[src/rtl/mem_access_scheduler.sv]
// Single-port memory sequencer shared by fetch and load/store.
// One outstanding req/gnt + rvalid transaction, data side has priority.
module mem_access_scheduler #(
    parameter int ADDR_W  = 32,
    parameter int DATA_W  = 32,
    parameter int TIMEOUT = 255
) (
    input  logic              clk,
    input  logic              reset,
    input  logic              if_req,
    input  logic [ADDR_W-1:0] if_addr,
    output logic [DATA_W-1:0] if_rdata,
    output logic              if_done,
    input  logic              dm_read,
    input  logic              dm_write,
    input  logic [ADDR_W-1:0] dm_addr,
    input  logic [DATA_W-1:0] dm_wdata,
    output logic [DATA_W-1:0] dm_rdata,
    output logic              dm_done,
    output logic              mem_req,
    output logic              mem_we,
    output logic [ADDR_W-1:0] mem_addr,
    output logic [DATA_W-1:0] mem_wdata,
    input  logic              mem_gnt,
    input  logic              mem_rvalid,
    input  logic [DATA_W-1:0] mem_rdata,
    output logic              stall,
    output logic              bus_err
);

    localparam int CNT_W = (TIMEOUT > 0) ? $clog2(TIMEOUT + 1) : 1;

    typedef enum logic [1:0] {IDLE, REQ, RSP, DONE} state_t;
    typedef enum logic {FETCH, DATA} owner_t;

    state_t             state;
    state_t             state_n;
    owner_t             owner;
    logic               we_q;
    logic [ADDR_W-1:0]  addr_q;
    logic [DATA_W-1:0]  wdata_q;
    logic [DATA_W-1:0]  if_rdata_q;
    logic [DATA_W-1:0]  dm_rdata_q;
    logic [CNT_W-1:0]   cnt;
    logic [CNT_W-1:0]   cnt_inc;
    logic               busy;
    logic               timeout;
    logic               dm_any;
    logic               err_q;

    assign dm_any  = dm_read | dm_write;
    assign busy    = (state == REQ) || (state == RSP);
    assign cnt_inc = cnt + CNT_W'(1);
    // cnt holds cycles already spent busy; fire as this cycle completes TIMEOUT
    assign timeout = (TIMEOUT != 0) && busy && (cnt_inc == CNT_W'(TIMEOUT));

    always_ff @(posedge clk or posedge reset) begin
        if (reset) begin
            state <= IDLE;
        end else begin
            state <= state_n;
        end
    end

    always_comb begin
        state_n = state;
        case (state)
            IDLE: begin
                if (dm_any || if_req) state_n = REQ;
            end
            REQ: begin
                if (timeout) begin
                    state_n = DONE;
                end else if (mem_gnt) begin
                    state_n = we_q ? DONE : RSP;
                end
            end
            RSP: begin
                if (timeout || mem_rvalid) state_n = DONE;
            end
            DONE: state_n = IDLE;
            default: state_n = IDLE;
        endcase
    end

    always_ff @(posedge clk or posedge reset) begin
        if (reset) begin
            owner      <= FETCH;
            we_q       <= 1'b0;
            addr_q     <= '0;
            wdata_q    <= '0;
            if_rdata_q <= '0;
            dm_rdata_q <= '0;
            cnt        <= '0;
            err_q      <= 1'b0;
        end else begin
            case (state)
                IDLE: begin
                    cnt <= '0;
                    if (dm_any) begin
                        owner   <= DATA;
                        addr_q  <= dm_addr;
                        wdata_q <= dm_wdata;
                        we_q    <= dm_write;
                    end else if (if_req) begin
                        owner  <= FETCH;
                        addr_q <= if_addr;
                        we_q   <= 1'b0;
                    end
                end
                REQ, RSP: begin
                    cnt <= cnt_inc;
                    if (timeout) begin
                        err_q <= 1'b1;
                        if (owner == DATA) dm_rdata_q <= '0;
                        else               if_rdata_q <= '0;
                    end else if (state == RSP && mem_rvalid) begin
                        if (owner == DATA) dm_rdata_q <= mem_rdata;
                        else               if_rdata_q <= mem_rdata;
                    end
                end
                default: cnt <= '0;
            endcase
        end
    end

    assign mem_req   = (state == REQ);
    assign mem_we    = (state == REQ) & we_q;
    assign mem_addr  = addr_q;
    assign mem_wdata = wdata_q;
    assign if_done   = (state == DONE) && (owner == FETCH);
    assign dm_done   = (state == DONE) && (owner == DATA);
    assign if_rdata  = if_rdata_q;
    assign dm_rdata  = dm_rdata_q;
    assign bus_err   = err_q;
    assign stall     = (dm_any & ~dm_done) | (if_req & ~if_done);

endmodule

[config.mk]
export PLATFORM = sky130hd
export DESIGN_NAME = mem_access_scheduler
export DESIGN_NICKNAME = d
export VERILOG_FILES = /design/src/rtl/mem_access_scheduler.sv
export SDC_FILE = /design/constraint.sdc
export NUM_CORES = 1
export LEC_CHECK = 0
export ABC_AREA = 1
export CAP_MARGIN = 20
export CORE_ASPECT_RATIO = 1.1
export CORE_MARGIN = 4
export CORE_UTILIZATION = 30
export CTS_CLUSTER_DIAMETER = 150
export DETAILED_ROUTE_END_ITERATION = 6
export GPL_ROUTABILITY_DRIVEN = 0
export PLACE_DENSITY = 0.64
export SYNTH_ARGS = -nofsm -noshare
export SYNTH_HDL_FRONTEND = slang
export SYNTH_SLANG_ARGS = --single-unit
[constraint.sdc]
create_clock -name clk -period 5.2 [get_ports clk]
set_input_delay 1.04 -clock clk [delete_from_list [all_inputs] [get_ports clk]]
set_output_delay 1.04 -clock clk [all_outputs]
set_load 0.01 [all_outputs]
## After elaboration in Yosys (flattened, before gate mapping)

Index checks and enable logic that the tools add are counted.
Widths: inputs -> output; s select.

| operators by class | value |
|---|---|
| add/subtract/negate cells | 1 |
| eq/ne operators | 11 |
| multiplexer cells | 20 |
| bitwise gates (word level) | 8 |
| reductions and logical operators | 17 |

Operator list:

| kind | count |
|---|---|
| $mux 32 | 10 |
| $ne 2x2->1 const B | 5 |
| $add 8x1->8 const B | 1 |
| $eq 8x8->1 const B | 1 |
| $mux 2 | 4 |
| $mux 8 | 1 |
| $pmux 2 s4 | 1 |
| $reduce_and 4->1 | 2 |
| $reduce_and 2->1 | 3 |
| $eq 2x2->1 const B | 2 |
| $logic_and 1x1->1 | 4 |
| $mux 1 | 4 |
| $reduce_bool 2->1 | 2 |
| $and 1x1->1 | 3 |
| $logic_or 1x1->1 | 3 |
| $ne 3x1->1 const B | 1 |
| $not 1->1 | 3 |
| $reduce_and 3->1 | 1 |
| $eq 2x1->1 const B | 1 |
| $logic_not 2->1 | 1 |
| $ne 2x1->1 const B | 1 |
| $or 1x1->1 | 2 |
| $reduce_or 2->1 | 1 |

| storage, ports and cells | value |
|---|---|
| bits in registers | 141 |
| word-level logic and storage cells | 66 |

## Longest topological paths before layout

Gate-level depths: netlist of run 1.

| depth | value |
|---|---|
| depth in word-level cells | 6 |
| depth in mapped cells | 13 |
| gate-level depth less buffers | 13 |

## Worst setup path before layout of run 1

No wires, ideal clock.

| timing path | value |
|---|---|
| kind | input port to output port |
| start point | input dm_write |
| end point | output stall |
| data arrival time | 1.710 ns |
| slack | 2.450 ns |
| cell stages on the path | 3 |
| buffers on the path | 1 |
| cell sequence | nor2_2 -> clkbuf_1 -> o22ai_1 |

| on the way | value |
|---|---|
| longest elaborated chain between the ends | 3 |

Ends and longest elaborated chain:

| item | line | text |
|---|---|---|
| start: declaration | 15 | `input logic dm_write,` |
| $or 1x1->1 | 51 | `assign dm_any = dm_read \| dm_write;` |
| $and 1x1->1 | 136 | `assign stall = (dm_any & ~dm_done) \| (if_req & ~if_done);` |
| $or 1x1->1 | 136 |  |
| end: declaration | 27 | `output logic stall,` |

Every way passes these cells.

## Worst setup path after layout of run 1

Same ends and word-level chain as after synthesis.

==> results of run 1 <==
==> critical path, cell delays in order <==
cell and delay (ns):
clkdlybuf4s50_1 0.44, nor2_2 0.11, buf_4 0.35, o22ai_1 0.15, clkdlybuf4s50_1 0.50
==> logic make-up after synthesis <==
family / Yosys count / share of synthesized area
mux: 32 / 0.0622
flops: 141 / 0.609
compound gates: 107 / 0.101
buf+inv: 51 / 0.0421
xor+xnor: 2 / 0.00302
simple gates: 243 / 0.168
fa+ha+maj: 7 / 0.0151
==> worst paths after layout <==
path | from | end | slack, ns | cells after the start
min | bus_err$_DFFE_PP0P_ | bus_err$_DFFE_PP0P_ | 0.48 | 2
min reg2reg | bus_err$_DFFE_PP0P_ | bus_err$_DFFE_PP0P_ | 0.48 | 2
max | dm_write | stall | 1.58 | 5
max reg2reg | cnt[0]$_DFF_PP0_ | if_rdata[2]$_DFFE_PP0P_ | 2.59 | 11
min in group asynchronous | reset | if_rdata[10]$_DFFE_PP0P_ | 1.14 | 2
max in group asynchronous | reset | mem_wdata[3]$_DFFE_PP0P_ | 3.12 | 3
==> metal layers <==
metal / vias to the layer above / wire [µm]
met5: - / 0
met4: 0 / 312
met3: 18 / 1820
met2: 225 / 7690
met1: 2287 / 7020
li1: 2451 / -
==> power by group through the flow <==
stage | Sequential, mW | Combinational (mW) | Clock, mW
floorplan | 2.13 | 0.839 | 0
global placement | 1.90 | 2.38 | 0
detailed placement | 1.92 | 2.40 | 0
CTS | 1.91 | 2.41 | 1.22
global route | 1.98 | 2.58 | 1.26
finish | 1.91 | 2.37 | 1.18
==> Yosys cell counts (all sizes together), types with 3 or more instances <==
master | number | area, µm²
a21oi | 3 | 15.0
buf | 18 | 120
dfrtp | 141 | 3530
nand2 | 188 | 728
mux2 | 32 | 360
nand3 | 5 | 42.5
inv | 19 | 71.3
ha | 7 | 87.6
o21ai | 68 | 340
a31oi | 32 | 200
clkbuf | 13 | 48.8
nor2 | 49 | 196
==> sequential cells by signal, indices dropped and copies added (netlist names) <==
register / flops
dm_rdata: 32
bus_err: 1
owner: 1
state: 2
if_rdata: 32
mem_addr: 32
cnt: 8
mem_wdata: 32
we_q: 1
==> cell type report <==
cell class	count	area, µm²
fill	1833	9780
sequential	141	3530
timing repair buffer	274	2730
multi-input combinational	391	2030
clock buffer	19	443
tap	247	309
clock inverter	13	133
inverter	20	80.1
==> metrics by stage <==
| step | area, µm² | power, mW |
|---|---|---|
| 2_1_floorplan | 5790 | 2.97 |
| 3_3_place_gp | 8680 | 4.28 |
| 3_5_place_dp | 8680 | 4.32 |
| 4_1_cts | 9250 | 5.54 |
| 5_1_grt | 9250 | 5.83 |
| 6_report | 9250 | 5.46 |
==> placed cells by master, fill, tap and decap left out, drive strengths merged, types with 5 or more instances in the layout <==
| cell type | instances |
|---|---|
| a31oi | 32 |
| mux2 | 32 |
| o21ai | 68 |
| buf | 6 |
| inv | 24 |
| clkbuf | 19 |
| clkinv | 5 |
| nor2 | 49 |
| nand2 | 188 |
| nand3 | 5 |
| dfrtp | 141 |
| ha | 7 |
| clkdlybuf4s50 | 268 |
==> flow_summary.json, run 1 <==
{
  "finalWorstSetupSlack_ns": 1.58,
  "power.density_mw_per_mm2": 590,
  "clockPowerShare": 0.217,
  "min_path_type": "flop to flop",
  "synth-main-ff-cell": "dfrtp_1",
  "dp.cells": 1073,
  "cts_hold_buffers": 0,
  "finalNonFillerCells": 1105,
  "drive_gt1_frac": 0.0921,
  "row_count": 53,
  "fin_crit_ns": 3.62,
  "io_buffers": 268,
  "drv_cap": 0,
  "ys_warn_count": 0,
  "power.internal_mw": 3.62,
  "grt_max_degree": 83,
  "core_area_mm2": 0.0190,
  "drtIter0Drc": 194,
  "finalSetupTns_ns": 0,
  "synth-edff-count": 0,
  "path_max_fanout": 35,
  "cts_setup_buffers": 0,
  "grt_pass1_vias": 4966,
  "post-dp-hpwl_um": 12100,
  "viasPerCell": 4.51,
  "synth_fp_nets": 725,
  "slew_viol_final": 0,
  "synth_seq_area_share": 0.609,
  "die-width_um": 140,
  "antennaDiodeCount": 0,
  "root_buffer": "clkbuf_16",
  "syn_area_mm2": 0.00579,
  "hold_slack_ns": 0.483,
  "grt-ovfl-total": 0,
  "rsz0062_at_grt": "false",
  "path_clk_slew_ns": 0.06,
  "grt_first_pass_wirelength_um": 26600,
  "status": "complete, no violations",
  "grtUsageMet3": 0.0656,
  "switching_share": 0.336,
  "setup_viol": 0,
  "wire_per_inst_um": 15.2,
  "crit_arrival_ns": 2.58,
  "path_class": "input port to primary output",
  "syn_to_final_growth_pct": 59.7,
  "place_ws_ns": 1.58,
  "clock_path_buffers": 2,
  "fin_worst_skew_ns": 0.00666,
  "num_vias": 4981,
  "num-nets-final": 987,
  "die-area_mm2": 0.0216,
  "p_switching_mw": 1.83,
  "ys_types": 25,
  "grt_use_total": 0.155,
  "combPwrFrac": 0.434,
  "use_met1": 0.190,
  "cts-resized-gates": 0,
  "htreeDepth": 4,
  "synth-async-reset-ratio": 1.00,
  "start_util": 0.304,
  "p_leak_nw": 4.05,
  "synth_cells": 583,
  "ys_ff_latch": 141,
  "io_pins": 269,
  "numCtsBuffers": 17,
  "cts_tree": "done",
  "firstDrtPassIters": 4,
  "end_kind": "primary output",
  "clk_latency_ns": 0.42,
  "use_met2": 0.246,
  "drtAntennaViolNets": 0,
  "timing.fmax_mhz": 276,
  "grt_antenna_before_repair": 0,
  "finalCritPeriodShare": 0.696,
  "cts_sinks": 141,
  "relSlewSlack": 0.507,
  "route.detailed.drc": 0,
  "critPathRequiredTime_ns": 4.16,
  "avgSynthCellArea_um2": 9.94,
  "cp-start-kind": "input port",
  "busiest_layer": "met2",
  "hold_viol": 0,
  "tightestPinTransition_ns": 0.740,
  "final_core_util": 0.486,
  "die_y_um": 154,
  "drt_wl_total_um": 16800,
  "peakVddDrop_uv": 308,
  "pwr-share-seq": 0.349
}
Note: power is estimated with default switching activity, not from simulation.
==> run 2: changes to the inputs <==
--- a/config.mk
+++ b/config.mk
@@ -13,7 +13,7 @@
 export CTS_CLUSTER_DIAMETER = 150
 export DETAILED_ROUTE_END_ITERATION = 6
 export GPL_ROUTABILITY_DRIVEN = 0
-export PLACE_DENSITY = 0.64
+export PLACE_DENSITY = 0.67
 export SYNTH_ARGS = -nofsm -noshare
 export SYNTH_HDL_FRONTEND = slang
 export SYNTH_SLANG_ARGS = --single-unit
==> constraint.sdc (replaced) <==
create_clock -name clk -period 3.25 [get_ports clk]
set_input_delay 0.65 -clock clk [delete_from_list [all_inputs] [get_ports clk]]
set_output_delay 0.65 -clock clk [all_outputs]
set_load 0.01 [all_outputs]
==> flow_summary.json, run 2 (synthesized netlist as in run 1, its figures left out) <==
{
  "finalSetupTns_ns": 0,
  "final_common_cell": "clkdlybuf4s50_1",
  "wire_per_inst_um": 15.0,
  "drv_cap": 0,
  "r2r_start": "cnt[0]$_DFF_PP0_",
  "r2r-end": "if_rdata[2]$_DFFE_PP0P_",
  "fillCellCount": 1775,
  "io_buffers": 268,
  "final_core_util": 0.489,
  "grt-ovfl-total": 0,
  "post-dp-hpwl_um": 11700,
  "clock_path_buffers": 2,
  "critPathRequiredTime_ns": 2.60,
  "cts_tree": "done",
  "root_buffer": "clkbuf_16",
  "power.density_mw_per_mm2": 953,
  "grt_use_total": 0.155,
  "drtAntennaViolNets": 0,
  "fin_worst_skew_ns": 0.0100,
  "seq_area_mm2": 0.00353,
  "path_clk_slew_ns": 0.06,
  "drtIter0Drc": 179,
  "num_vias": 4950,
  "core_area_mm2": 0.0190,
  "row_count": 53,
  "path_class": "input port to primary output",
  "hp-start": "bus_err$_DFFE_PP0P_",
  "hold_viol": 0,
  "start_util": 0.304,
  "finalCritPeriodShare": 0.816,
  "num-nets-final": 987,
  "min_path_type": "flop to flop",
  "io_pins": 269,
  "final_cell_mix": "clkdlybuf4s50_1 (268), nand2_1 (185), dfrtp_1 (141)",
  "drt_wl_total_um": 16500,
  "dp.cells": 1073,
  "cp-start-kind": "input port",
  "drive_gt1_frac": 0.0909,
  "antennaDiodeCount": 0,
  "reg2reg_depth": 10,
  "worst_hold_path.num_cells": 2,
  "grt_antenna_before_repair": 0,
  "p_leak_nw": 4.08,
  "grt_max_degree": 142,
  "end_kind": "primary output",
  "setup_viol": 0,
  "htreeDepth": 4,
  "die_y_um": 154,
  "rsz0062_at_grt": "false",
  "die-width_um": 140,
  "grt_pass1_vias": 4985,
  "cts_setup_buffers": 0,
  "multiInputGateArea_mm2": 0.00203,
  "finalWorstSetupSlack_ns": 0.599,
  "timing.fmax_mhz": 377,
  "status": "complete, no violations",
  "viasPerCell": 4.48,
  "place_ws_ns": 0.519,
  "numCtsBuffers": 17,
  "relSlewSlack": 0.493,
  "hold_path_end": "bus_err$_DFFE_PP0P_",
  "peakVddDrop_uv": 583,
  "crit_arrival_ns": 2.00,
  "cts-resized-gates": 0,
  "cts_hold_buffers": 0,
  "slew_viol_final": 0,
  "finalNonFillerCells": 1105,
  "path_max_fanout": 2,
  "die-area_mm2": 0.0216,
  "grt_first_pass_wirelength_um": 26400,
  "r2r_setup_slack_ns": 1.10,
  "clk_latency_ns": 0.41,
  "cts_sinks": 141,
  "route.detailed.drc": 0,
  "fin_crit_ns": 2.65,
  "tightestPinTransition_ns": 0.761,
  "syn_to_final_growth_pct": 60.7,
  "firstDrtPassIters": 4
}
run 2: changes by cell type in the layout (fill, tap and decap cells not counted), sizes merged:
cell    previous run  this run
bufinv             1         4
clkinv             5         6
inv               24        20
run 2: power by group:
part / switching (mW) / total, mW / internal (mW) / leakage [nW]
sequential: 0.441 / 3.03 / 2.59 / 1.71
clock: 0.763 / 2.05 / 1.29 / 0.298
combinational: 1.67 / 3.79 / 2.12 / 2.06
total: 2.88 / 8.88 / 6.00 / 4.08
run 2: final cells by class:
cell class / instances / area share
flip-flops and latches: 141 / 0.379
clock inverters: 13 / 0.0203
well taps: 247 / 0.0332
multi-input cells: 391 / 0.218
repair buffers: 274 / 0.294
clock buffers: 19 / 0.0465
inverters: 20 / 0.00847
run 2: how the worst max path moves through the flow:
| stage | start | depth (start not counted) | to |
|---|---|---|---|
| floorplan | reset | 1 | bus_err$_DFFE_PP0P_ |
| global placement | dm_write | 7 | mem_wdata[3]$_DFFE_PP0P_ |
| detailed placement | dm_write | 7 | mem_wdata[10]$_DFFE_PP0P_ |
| CTS | if_req | 4 | stall |
| global route | if_req | 4 | stall |
| finish | if_req | 4 | stall |
run 2: routing by layer:
metal / GRT usage / up-vias / wire [µm]
met4: 0.0641 / 0 / 403
li1: - / 2441 / -
met5: 0 / - / 0
met1: 0.189 / 2275 / 7040
met2: 0.247 / 212 / 7520
met3: 0.0563 / 22 / 1580
run 2: stage by stage:
| stage | cell area, µm² | power [mW] | hold slack [ns] |
|---|---|---|---|
| floorplan | 5800 | 4.75 | 0.475 |
| global placement | 8690 | 6.83 | 0.448 |
| detailed placement | 8690 | 6.91 | 0.459 |
| CTS | 9310 | 9.01 | 0.478 |
| global route | 9310 | 9.49 | 0.508 |
| finish | 9310 | 8.88 | 0.473 |
run 2: critical path, stage by stage:
cell,delay [ns]
clkdlybuf4s50_1,0.51
inv_1,0.10
o22ai_1,0.17
clkdlybuf4s50_1,0.56
==> run 3: changes to the inputs <==
==> constraint.sdc (replaced) <==
create_clock -name clk -period 2.4 [get_ports clk]
set_input_delay 0.48 -clock clk [delete_from_list [all_inputs] [get_ports clk]]
set_output_delay 0.48 -clock clk [all_outputs]
set_load 0.01 [all_outputs]
==> flow_summary.json, run 3 (synthesized netlist as in run 1, its figures left out) <==
{
  "final_cell_mix": "clkdlybuf4s50_1 (267), nand2_1 (185), dfrtp_1 (140)",
  "clk_latency_ns": 0.41,
  "path_cells": "ha_1, inv_1, nor2_1, clkdlybuf4s50_1",
  "cp_slowest_cell": "clkdlybuf4s50_1",
  "start_util": 0.304,
  "r2r_start": "cnt[0]$_DFF_PP0_",
  "seq_area_mm2": 0.00353,
  "timing.fmax_mhz": 435,
  "peakVddDrop_uv": 679,
  "reg2reg_depth": 11,
  "numCtsBuffers": 17,
  "firstDrtPassIters": 4,
  "die-width_um": 140,
  "crit_end": "if_done",
  "io_pins": 269,
  "status": "complete, no violations",
  "path_depth": 4,
  "drive_gt1_frac": 0.0998,
  "path_max_fanout": 5,
  "final_common_cell": "clkdlybuf4s50_1",
  "min_path_type": "input port to async pin",
  "wire_per_inst_um": 14.9,
  "fillCellCount": 1814,
  "num-nets-final": 991,
  "hold_viol": 0,
  "route.detailed.drc": 0,
  "place_area_mm2": 0.00876,
  "post-dp-hpwl_um": 11900,
  "finalNonFillerCells": 1109,
  "p_leak_nw": 4.09,
  "slowest_delay_ns": 0.59,
  "cts_tree": "done",
  "drv_cap": 0,
  "antennaDiodeCount": 0,
  "crit_start": "state[0]$_DFFE_PP0P_",
  "row_count": 53,
  "grt_use_total": 0.153,
  "num_vias": 4976,
  "design_area_mm2": 0.00934,
  "power.density_mw_per_mm2": 1270,
  "grt_pass1_vias": 5004,
  "grt_max_degree": 67,
  "core_area_mm2": 0.0190,
  "end_kind": "primary output",
  "clock_path_buffers": 2,
  "dp.cells": 1077,
  "path_class": "flop to primary output",
  "cts_setup_buffers": 0,
  "drt_wl_total_um": 16600,
  "path_clk_slew_ns": 0.06,
  "crit_arrival_ns": 1.82,
  "rsz0062_at_grt": "true",
  "critPathRequiredTime_ns": 1.92,
  "die_y_um": 154,
  "r2r-end": "if_rdata[23]$_DFFE_PP0P_",
  "syn_to_final_growth_pct": 61.3,
  "io_buffers": 268,
  "drtIter0Drc": 145,
  "cp-start-kind": "flop",
  "grt_first_pass_wirelength_um": 26400,
  "cts_sinks": 141,
  "drtAntennaViolNets": 0,
  "fin_crit_ns": 2.30,
  "fin_worst_skew_ns": 0.00821,
  "slew_viol_final": 0,
  "r2r_setup_slack_ns": 0.22,
  "setup_viol": 0,
  "htreeDepth": 4,
  "path_buf_inv": 2,
  "viasPerCell": 4.49,
  "multiInputGateArea_mm2": 0.00203,
  "cp_top_family": "buffers and inverters",
  "grt_antenna_before_repair": 0,
  "die-area_mm2": 0.0216,
  "tightestPinTransition_ns": 0.703,
  "finalCritPeriodShare": 0.958,
  "grt-ovfl-total": 0,
  "root_buffer": "clkbuf_16",
  "relSlewSlack": 0.532
}
run 3: cell types whose count changed in the layout (fill, tap and decap cells not counted), sizes merged:
cell,delta
clkdlybuf4s50,-1
buf,+4
dlygate4sd2,+1
clkinvlp,-1
clkinv,+3
bufinv,-2
run 3: report_power, final:
| part | internal [mW] | total, mW | switching, mW |
|---|---|---|---|
| Sequential | 3.51 | 4.11 | 0.599 |
| Clock | 1.56 | 2.60 | 1.03 |
| Combinational | 2.91 | 5.19 | 2.28 |
| Total | 7.99 | 11.9 | 3.91 |
run 3: metal layers:
| layer | vias to the layer above | wire length (µm) | global-route usage |
|---|---|---|---|
| met5 | - | 0 | 0 |
| met4 | 0 | 123 | 0.0429 |
| met3 | 9 | 1710 | 0.0616 |
| met2 | 201 | 7890 | 0.251 |
| met1 | 2313 | 6850 | 0.187 |
| li1 | 2453 | - | - |
run 3: worst reg2reg max path: stages, from the launching register on:
cell	delay [ns]
dfrtp_1	0.42
ha_1	0.25
nand2_1	0.08
nand2_1	0.08
nor2_1	0.09
nand3_1	0.10
nor2_2	0.14
nand3_4	0.11
nand2_4	0.11
nand2_4	0.36
nand2_1	0.23
o21ai_1	0.09
run 3: timing repair:
item                       in CTS  in global routing
resized for setup               1                  3
hold buffers                    0                  0
pin swaps                       0                  0
setup endpoints to repair       1                 42
run 3: worst min-delay path by stage:
stage	start	to	slack [ns]	cells after the start
2_1_floorplan	cnt[0]$_DFF_PP0_	cnt[0]$_DFF_PP0_	0.48	1
3_3_place_gp	bus_err$_DFFE_PP0P_	bus_err$_DFFE_PP0P_	0.45	2
3_5_place_dp	bus_err$_DFFE_PP0P_	bus_err$_DFFE_PP0P_	0.45	2
4_1_cts	reset	mem_wdata[24]$_DFFE_PP0P_	0.43	2
5_1_grt	reset	mem_wdata[1]$_DFFE_PP0P_	0.44	2
6_report	reset	if_rdata[9]$_DFFE_PP0P_	0.43	2
run 3: cell type report:
cell class	instances	share of cell area
Clock buffer	19	0.0474
Clock inverter	13	0.0150
Inverter	20	0.00844
Multi-Input combinational cell	391	0.218
Sequential cell	141	0.378
Tap cell	247	0.0331
Timing Repair Buffer	278	0.300
run 3: per-stage QoR:
step / total power [mW] / setup WS (ns) / TNS (ns) / util / hold slack (ns)
2_1_floorplan: 6.43 / 0.157 / 0 / - / 0.475
3_3_place_gp: 9.31 / 0.101 / 0 / 0.460 / 0.451
3_5_place_dp: 9.39 / 0.116 / 0 / 0.460 / 0.454
4_1_cts: 12.1 / 0.0515 / 0 / 0.491 / 0.429
5_1_grt: 12.7 / -0.0496 / -0.748 / 0.491 / 0.444
6_report: 11.9 / 0.101 / 0 / 0.491 / 0.430
